### src/rtl/reg_master.sv
// reg_master: bridges host register commands onto a byte-wide register bus.
// One command in flight, all outputs registered, read timeout, enforced bus idle gap.
module reg_master #(
  parameter int TIMEOUT = 15,
  parameter int GAP     = 1
) (
  input  logic       clk,
  input  logic       rst,
  input  logic       cmd_valid,
  output logic       cmd_ready,
  input  logic       cmd_write,
  input  logic [7:0] cmd_addr,
  input  logic [7:0] cmd_wdata,
  output logic       rsp_valid,
  output logic [7:0] rsp_data,
  output logic       rsp_err,
  output logic [7:0] bus_data,
  output logic       bus_write,
  output logic       bus_read,
  input  logic [7:0] bus_rdata,
  input  logic       bus_valid
);

  localparam logic [2:0] S_IDLE    = 3'd0;
  localparam logic [2:0] S_WR_ADDR = 3'd1;
  localparam logic [2:0] S_WR_DATA = 3'd2;
  localparam logic [2:0] S_RD_REQ  = 3'd3;
  localparam logic [2:0] S_RD_WAIT = 3'd4;
  localparam logic [2:0] S_RESP    = 3'd5;
  localparam logic [2:0] S_GAP     = 3'd6;

  localparam logic [7:0] WAIT_LAST = 8'(TIMEOUT - 1);
  localparam logic [3:0] GAP_LAST  = 4'(GAP - 1);

  logic [2:0] state;
  logic [7:0] wdata_q;
  logic [7:0] wait_cnt;
  logic [3:0] gap_cnt;

  // Outputs are computed for the state being entered, so each one is a flop.
  // Strobes, cmd_ready and rsp_valid default low every cycle; rsp_data/rsp_err hold.
  always_ff @(posedge clk) begin
    if (rst) begin
      state     <= S_IDLE;
      wdata_q   <= 8'd0;
      wait_cnt  <= 8'd0;
      gap_cnt   <= 4'd0;
      cmd_ready <= 1'b0;
      rsp_valid <= 1'b0;
      rsp_data  <= 8'd0;
      rsp_err   <= 1'b0;
      bus_data  <= 8'd0;
      bus_write <= 1'b0;
      bus_read  <= 1'b0;
    end else begin
      cmd_ready <= 1'b0;
      rsp_valid <= 1'b0;
      bus_data  <= 8'd0;
      bus_write <= 1'b0;
      bus_read  <= 1'b0;

      case (state)
        S_IDLE: begin
          // cmd_ready is still low in the first cycle after reset, so gate on it.
          if (cmd_valid && cmd_ready) begin
            wdata_q  <= cmd_wdata;
            bus_data <= cmd_addr;
            if (cmd_write) begin
              state     <= S_WR_ADDR;
              bus_write <= 1'b1;
            end else begin
              state    <= S_RD_REQ;
              bus_read <= 1'b1;
            end
          end else begin
            cmd_ready <= 1'b1;
          end
        end

        S_WR_ADDR: begin
          state     <= S_WR_DATA;
          bus_write <= 1'b1;
          bus_data  <= wdata_q;
        end

        S_WR_DATA: begin
          state     <= S_RESP;
          rsp_valid <= 1'b1;
          rsp_err   <= 1'b0;
          rsp_data  <= 8'd0;
        end

        S_RD_REQ: begin
          state    <= S_RD_WAIT;
          wait_cnt <= 8'd0;
        end

        S_RD_WAIT: begin
          // A valid on the last wait cycle still wins over the timeout.
          if (bus_valid) begin
            state     <= S_RESP;
            rsp_valid <= 1'b1;
            rsp_err   <= 1'b0;
            rsp_data  <= bus_rdata;
          end else if (wait_cnt == WAIT_LAST) begin
            state     <= S_RESP;
            rsp_valid <= 1'b1;
            rsp_err   <= 1'b1;
            rsp_data  <= 8'd0;
          end else if (wait_cnt != 8'hFF) begin
            wait_cnt <= wait_cnt + 8'd1;
          end
        end

        S_RESP: begin
          state   <= S_GAP;
          gap_cnt <= 4'd0;
        end

        S_GAP: begin
          if (gap_cnt == GAP_LAST) begin
            state     <= S_IDLE;
            cmd_ready <= 1'b1;
          end else begin
            gap_cnt <= gap_cnt + 4'd1;
          end
        end

        default: state <= S_IDLE;
      endcase
    end
  end

endmodule

### config.mk
export PLATFORM = sky130hd
export DESIGN_NAME = reg_master
export DESIGN_NICKNAME = d
export VERILOG_FILES = /design/src/rtl/reg_master.sv
export SDC_FILE = /design/constraint.sdc
export NUM_CORES = 1
export LEC_CHECK = 0
export CORE_MARGIN = 3
export CORE_UTILIZATION = 49
export DETAILED_ROUTE_END_ITERATION = 6
export GPL_TIMING_DRIVEN = 0
export PLACE_DENSITY = 0.79
export SLEW_MARGIN = 5
export SYNTH_ARGS = -nofsm -noshare
export SYNTH_HDL_FRONTEND = slang
export SYNTH_SLANG_ARGS = --single-unit
export TNS_END_PERCENT = 100
### constraint.sdc
create_clock -name clk -period 2.15 [get_ports clk]
set_input_delay 0.645 -clock clk [delete_from_list [all_inputs] [get_ports clk]]
set_output_delay 0.645 -clock clk [all_outputs]
set_load 0.02 [all_outputs]
==> results of run 1 <==
## worst reg2reg max path: stages (launching register included)
cell      delay (ps)
dfxtp_1          430
ha_1             240
nand4_1          200
or3b_2           500
o21ba_2          210
a211oi_1         200
## metal layers
metal,wire [um],up-vias
met3,329,6
met4,46,0
met2,2230,61
met5,0,-
met1,2100,855
li1,-,964
## report_power, final
| part | switching [uW] | internal [uW] | leakage (uW) | total, uW |
|---|---|---|---|---|
| Clock | 275 | 457 | 0.0000642 | 732 |
| Combinational | 276 | 220 | 0.000537 | 496 |
| Sequential | 34.8 | 872 | 0.000356 | 907 |
## Yosys cell counts (2+ instances only)
master    instances
nor2b_1           4
or3_1             3
nand4_1           2
clkbuf_1          6
buf_4             3
nand2_1          32
nor3_1            6
mux2i_1           4
and3b_1           2
nor2_1           15
inv_1             7
buf_2             4
nand3_1          12
a22oi_1          11
or3b_2            2
or3b_1            2
a31oi_1           3
ha_1              6
o21ai_0          13
dfxtp_1          44
and2_1            3
a21oi_1          27
## state kept, by name, indices dropped and copies added (netlist names)
| register | cells |
|---|---|
| bus_data | 8 |
| rsp_data | 8 |
| wait_cnt | 8 |
| wdata_q | 8 |
| gap_cnt | 4 |
| state | 3 |
| bus_read | 1 |
| bus_write | 1 |
| cmd_ready | 1 |
| rsp_err | 1 |
| rsp_valid | 1 |
## cell families (layout without fill, tap and decap cells)
| group | after synthesis | in the layout | synth area share |
|---|---|---|---|
| AOI/OAI and AO/OA | 69 | 69 | 0.211 |
| muxes | 4 | 4 | 0.0197 |
| and+or+nand+nor | 94 | 94 | 0.245 |
| buffers and inverters | 23 | 78 | 0.0547 |
| adders and majority gates | 6 | 6 | 0.0369 |
| DFF | 44 | 44 | 0.432 |
## final timing paths
kind               startpoint          end  slack (ps)  depth (start not counted)
setup / recovery    bus_valid  wait_cnt[7]         220                          5
hold / removal     wdata_q[0]   wdata_q[0]         470                          2
setup reg to reg  wait_cnt[1]  wait_cnt[6]         280                          5
hold reg to reg    wdata_q[0]   wdata_q[0]         470                          2
## cell type report
class                           instances  area (um^2)
Sequential cell                        44          881
Inverter                                7         26.3
Buffer                                 16         85.1
Clock inverter                          2         60.1
Fill cell                             308         1120
Multi-Input combinational cell        173         1040
Clock buffer                            5         68.8
Timing Repair Buffer                   48          480
Tap cell                               48         60.1
## per-stage QoR
step | total power (uW) | TNS [ps] | hold slack (ps)
3_5_place_dp | 1420 | -112 | 454
6_report | 2130 | 0 | 467
3_3_place_gp | 1420 | -57.8 | 446
5_1_grt | 2240 | 0 | 486
2_1_floorplan | 1240 | 0 | 437
4_1_cts | 2150 | 0 | 466
==> flow_summary.toml, run 1 <==
[layout]
antenna_cells = 0
area_growth_pct = 32.9
fin_util = 0.707
final_nets = 330
layout_common_cells = "48 x clkdlybuf4s50_1, 44 x dfxtp_1, 32 x nand2_1, 27 x a21oi_1, 15 x nor2_1"
layout_commonest_cell = "clkdlybuf4s50_1"
fin_cells = 343
drive_above_1_share = 0.0814
design_area_um2 = 2710

[drt]
vias = 1886
via_per_inst = 5.50
wire_per_inst_um = 13.7
drtPass1Iterations = 5
wl_mm = 4.70
route.detailed.drc = 0
antenna_left = 0
first_iter_violations = 103

[sta]
finalHoldViolations = 0
rsz0062_at_grt = "no"
fin_crit_sh = 0.898
slew_headroom = 0.643
setup_viol = 0
worst_slew_pin_slew_ps = 536
layout_setup_ws_ps = 218
period_needed_ps = 1930
max_clock_freq_ghz = 0.518
slew_violations = 0
clock_skew_ps = 3.02

[floorplanning]
num_io_pins = 50
dieArea_um2 = 4970
die_w_um = 70.5
core_um2 = 3830
dieHeight_um = 70.5
initial_core_util = 0.532
core.rowCount = 22

[clock_network]
clkSinkCount = 44
cts_setup_buffers = 0
clockRootBuffer = "clkbuf_8"
clk_pin_slew_ps = 80
cts_tree = "done"
cts_resized = 0
cts_made_buffers = 5
clk_latency_ps = 290
hold_buffers = 0
htree_levels = 2
clock_path_buffers = 2

[global_route]
grt_usage = 0.196
antenna_found_initial = 0
grtUsageMet2 = 0.316
grt_util_met1 = 0.258
use_met3 = 0.0590
grt_busiest_layer = "met2"
grt_pass1_vias = 1706
grt_max_degree = 14
grt_pass1_wl_mm = 7.87
grt_overflow = 0

[placed_design]
place_inst = 336
io_buffers = 48
dp.final_hpwl_mm = 3.45
gp_congestion = 0.882
post-place-ws_ps = -78.6
post_dp_cell_area_um2 = 2580

[setup_path]
worstSetupPathType = "in -> reg"
cpPeakStageDelay_ps = 540
crit_buf_inv = 1
end_kind = "flip-flop"
worstPathRequired_ps = 2370
worstPathCellList = "clkdlybuf4s50_1 -> and4b_1 -> nand4_1 -> or3_1 -> a31oi_1"
cp_max_fo = 8
crit_arrival_ps = 2150
critPathTopFamily = "simple AND/OR/NAND/NOR gates"
cpMaxStageDelayCell = "clkdlybuf4s50_1"
start_kind = "primary input"

[power]
p_leak_uw = 0.000958
irDropWorstVdd_uv = 654
p_per_area_nw_per_um2 = 789

[logic_synthesis]
synth-async-reset-ratio = 0
synth_top_cell_area_share = 0.432
synth_fp_nets = 275
yosysTopAreaCell = "dfxtp_1"
ys_seq_area_frac = 0.432
synth.distinct_cells = 51
synth.avg_cell_area_um2 = 8.49
synth_seq_cells = 44
synth_edf_count = 0
syn-cell-area_um2 = 2040
synth_flop_cell = "dfxtp_1"
syn-instance-count = 240
yosysWarnings = 0
synthTopCellsByArea = "dfxtp_1 43%, a21oi_1 6.6%, nand2_1 5.9%"

[outcome]
outcome = "completed"

[flow_run]
cap_violations = 0

[hold_path]
hold_path_class = "reg -> reg"
Power figures use the tool's default switching activity.
==> run 2, diff against run 1 <==
CORE_ASPECT_RATIO = 0.75   (was default)
==> run 2 against run 1 <==
Combinational power grew 3%. Design area is essentially flat. Worst hold slack lost 11 ps. Utilization shrank 0.089 points. First-iteration DRC count grew 71%. Die area grew 0.16%. Cell count grew 1.5%. Register-to-register slack lost 60 ps. Clock skew grew 2.2 ps. Non-clock buffer count is the same. Clock power shrank 8.9%. Critical endpoint is now wait_cnt[6]. Highest routed layer unchanged.
==> flow_summary.toml, run 2 (synthesis gave the netlist of run 1 again) <==
[layout]
layout_commonest_cell = "clkdlybuf4s50_1"
layout_common_cells = "48 x clkdlybuf4s50_1, 44 x dfxtp_1, 32 x nand2_1, 27 x a21oi_1, 15 x nor2_1"
final_nets = 330
design_area_um2 = 2700
antenna_cells = 0
area_growth_pct = 32.7
fin_util = 0.706
drive_above_1_share = 0.0845

[global_route]
grt_pass1_vias = 1641
grt_pass1_wl_mm = 7.82
grt_usage = 0.207
grt_overflow = 0
grt_max_degree = 15
antenna_found_initial = 0

[clock_network]
htree_levels = 2
hold_buffers = 0
clockRootBuffer = "clkbuf_8"
clk_pin_slew_ps = 80
cts_setup_buffers = 0
cts_resized = 0
clk_latency_ps = 300
clkSinkCount = 44
cts_tree = "done"
cts_made_buffers = 5
clock_path_buffers = 2

[placed_design]
post_dp_cell_area_um2 = 2580
io_buffers = 48
gp_congestion = 0.861
dp.final_hpwl_mm = 3.68
post-place-ws_ps = -47.1

[sta]
finalHoldViolations = 0
layout_setup_ws_ps = 224
worst_slew_pin_slew_ps = 503
setup_viol = 0
max_clock_freq_ghz = 0.519
fin_crit_sh = 0.896
clock_skew_ps = 5.18
slew_headroom = 0.665
slew_violations = 0
period_needed_ps = 1930
rsz0062_at_grt = "no"

[setup_path]
start_kind = "flip-flop"
cp_max_fo = 6
worstPathRequired_ps = 2370
worstSetupPathType = "reg -> reg"
crit_arrival_ps = 2140
end_kind = "flip-flop"

[power]
p_leak_uw = 0.000955
irDropWorstVdd_uv = 550
p_per_area_nw_per_um2 = 771

[drt]
vias = 1903
drtPass1Iterations = 4
wire_per_inst_um = 14.2
route.detailed.drc = 0
wl_mm = 4.96
via_per_inst = 5.47
antenna_left = 0
first_iter_violations = 176

[floorplanning]
initial_core_util = 0.532
core_um2 = 3830
die_w_um = 80.5
dieArea_um2 = 4970
num_io_pins = 50
dieHeight_um = 61.8
core.rowCount = 19

[flow_run]
cap_violations = 0

[outcome]
outcome = "completed"

[hold_path]
hold_path_class = "reg -> reg"
-- run 2: changes by cell type in the layout (fill, tap and decap cells not counted), sizes merged --
cell / previous run / this run
clkinv: 0 / 1
clkbuf: 12 / 13
bufinv: 2 / 1
-- run 2: per-stage QoR --
| step | instances | total power (uW) | TNS (ps) | hold slack [ps] |
|---|---|---|---|---|
| 6_report | 348 | 2090 | 0 | 457 |
| 5_1_grt | 348 | 2200 | 0 | 477 |
| 4_1_cts | 348 | 2100 | 0 | 459 |
| 3_5_place_dp | 340 | 1430 | -80.9 | 447 |
| 3_3_place_gp | 340 | 1420 | -51.0 | 445 |
| 2_1_floorplan | 240 | 1240 | 0 | 437 |
-- run 2: cell type report --
cell class | instances | area, um^2
inverters | 7 | 26.3
flip-flops and latches | 44 | 881
clock buffers | 6 | 82.6
fillers | 311 | 1120
clock inverters | 2 | 38.8
plain buffers | 16 | 85.1
well taps | 52 | 65.1
repair buffers | 48 | 480
multi-input cells | 173 | 1040
-- run 2: worst paths after layout --
kind | startpoint | end | slack, ps | cells after the start
setup / recovery | wait_cnt[1] | wait_cnt[6] | 220 | 5
hold / removal | wdata_q[0] | wdata_q[0] | 460 | 2
setup reg to reg | wait_cnt[1] | wait_cnt[6] | 220 | 5
hold reg to reg | wdata_q[0] | wdata_q[0] | 460 | 2
-- run 2: report_power, final --
group / total, uW / switching [uW] / internal (uW)
logic: 510 / 291 / 220
registers: 908 / 35.4 / 872
clock network: 667 / 287 / 380
-- run 2: critical path, cell delays in order, from the launching register on --
cell and delay [ps]:
dfxtp_1 440, ha_1 250, nand4_1 210, or3b_2 510, o21ba_2 210, a211oi_1 210
-- run 2: layer usage --
metal	routed length, um	track usage	vias to the layer above
li1	-	-	968
met1	2400	0.286	870
met2	2080	0.305	58
met3	393	0.0591	7
met4	78	0.0867	0
met5	0	0	-
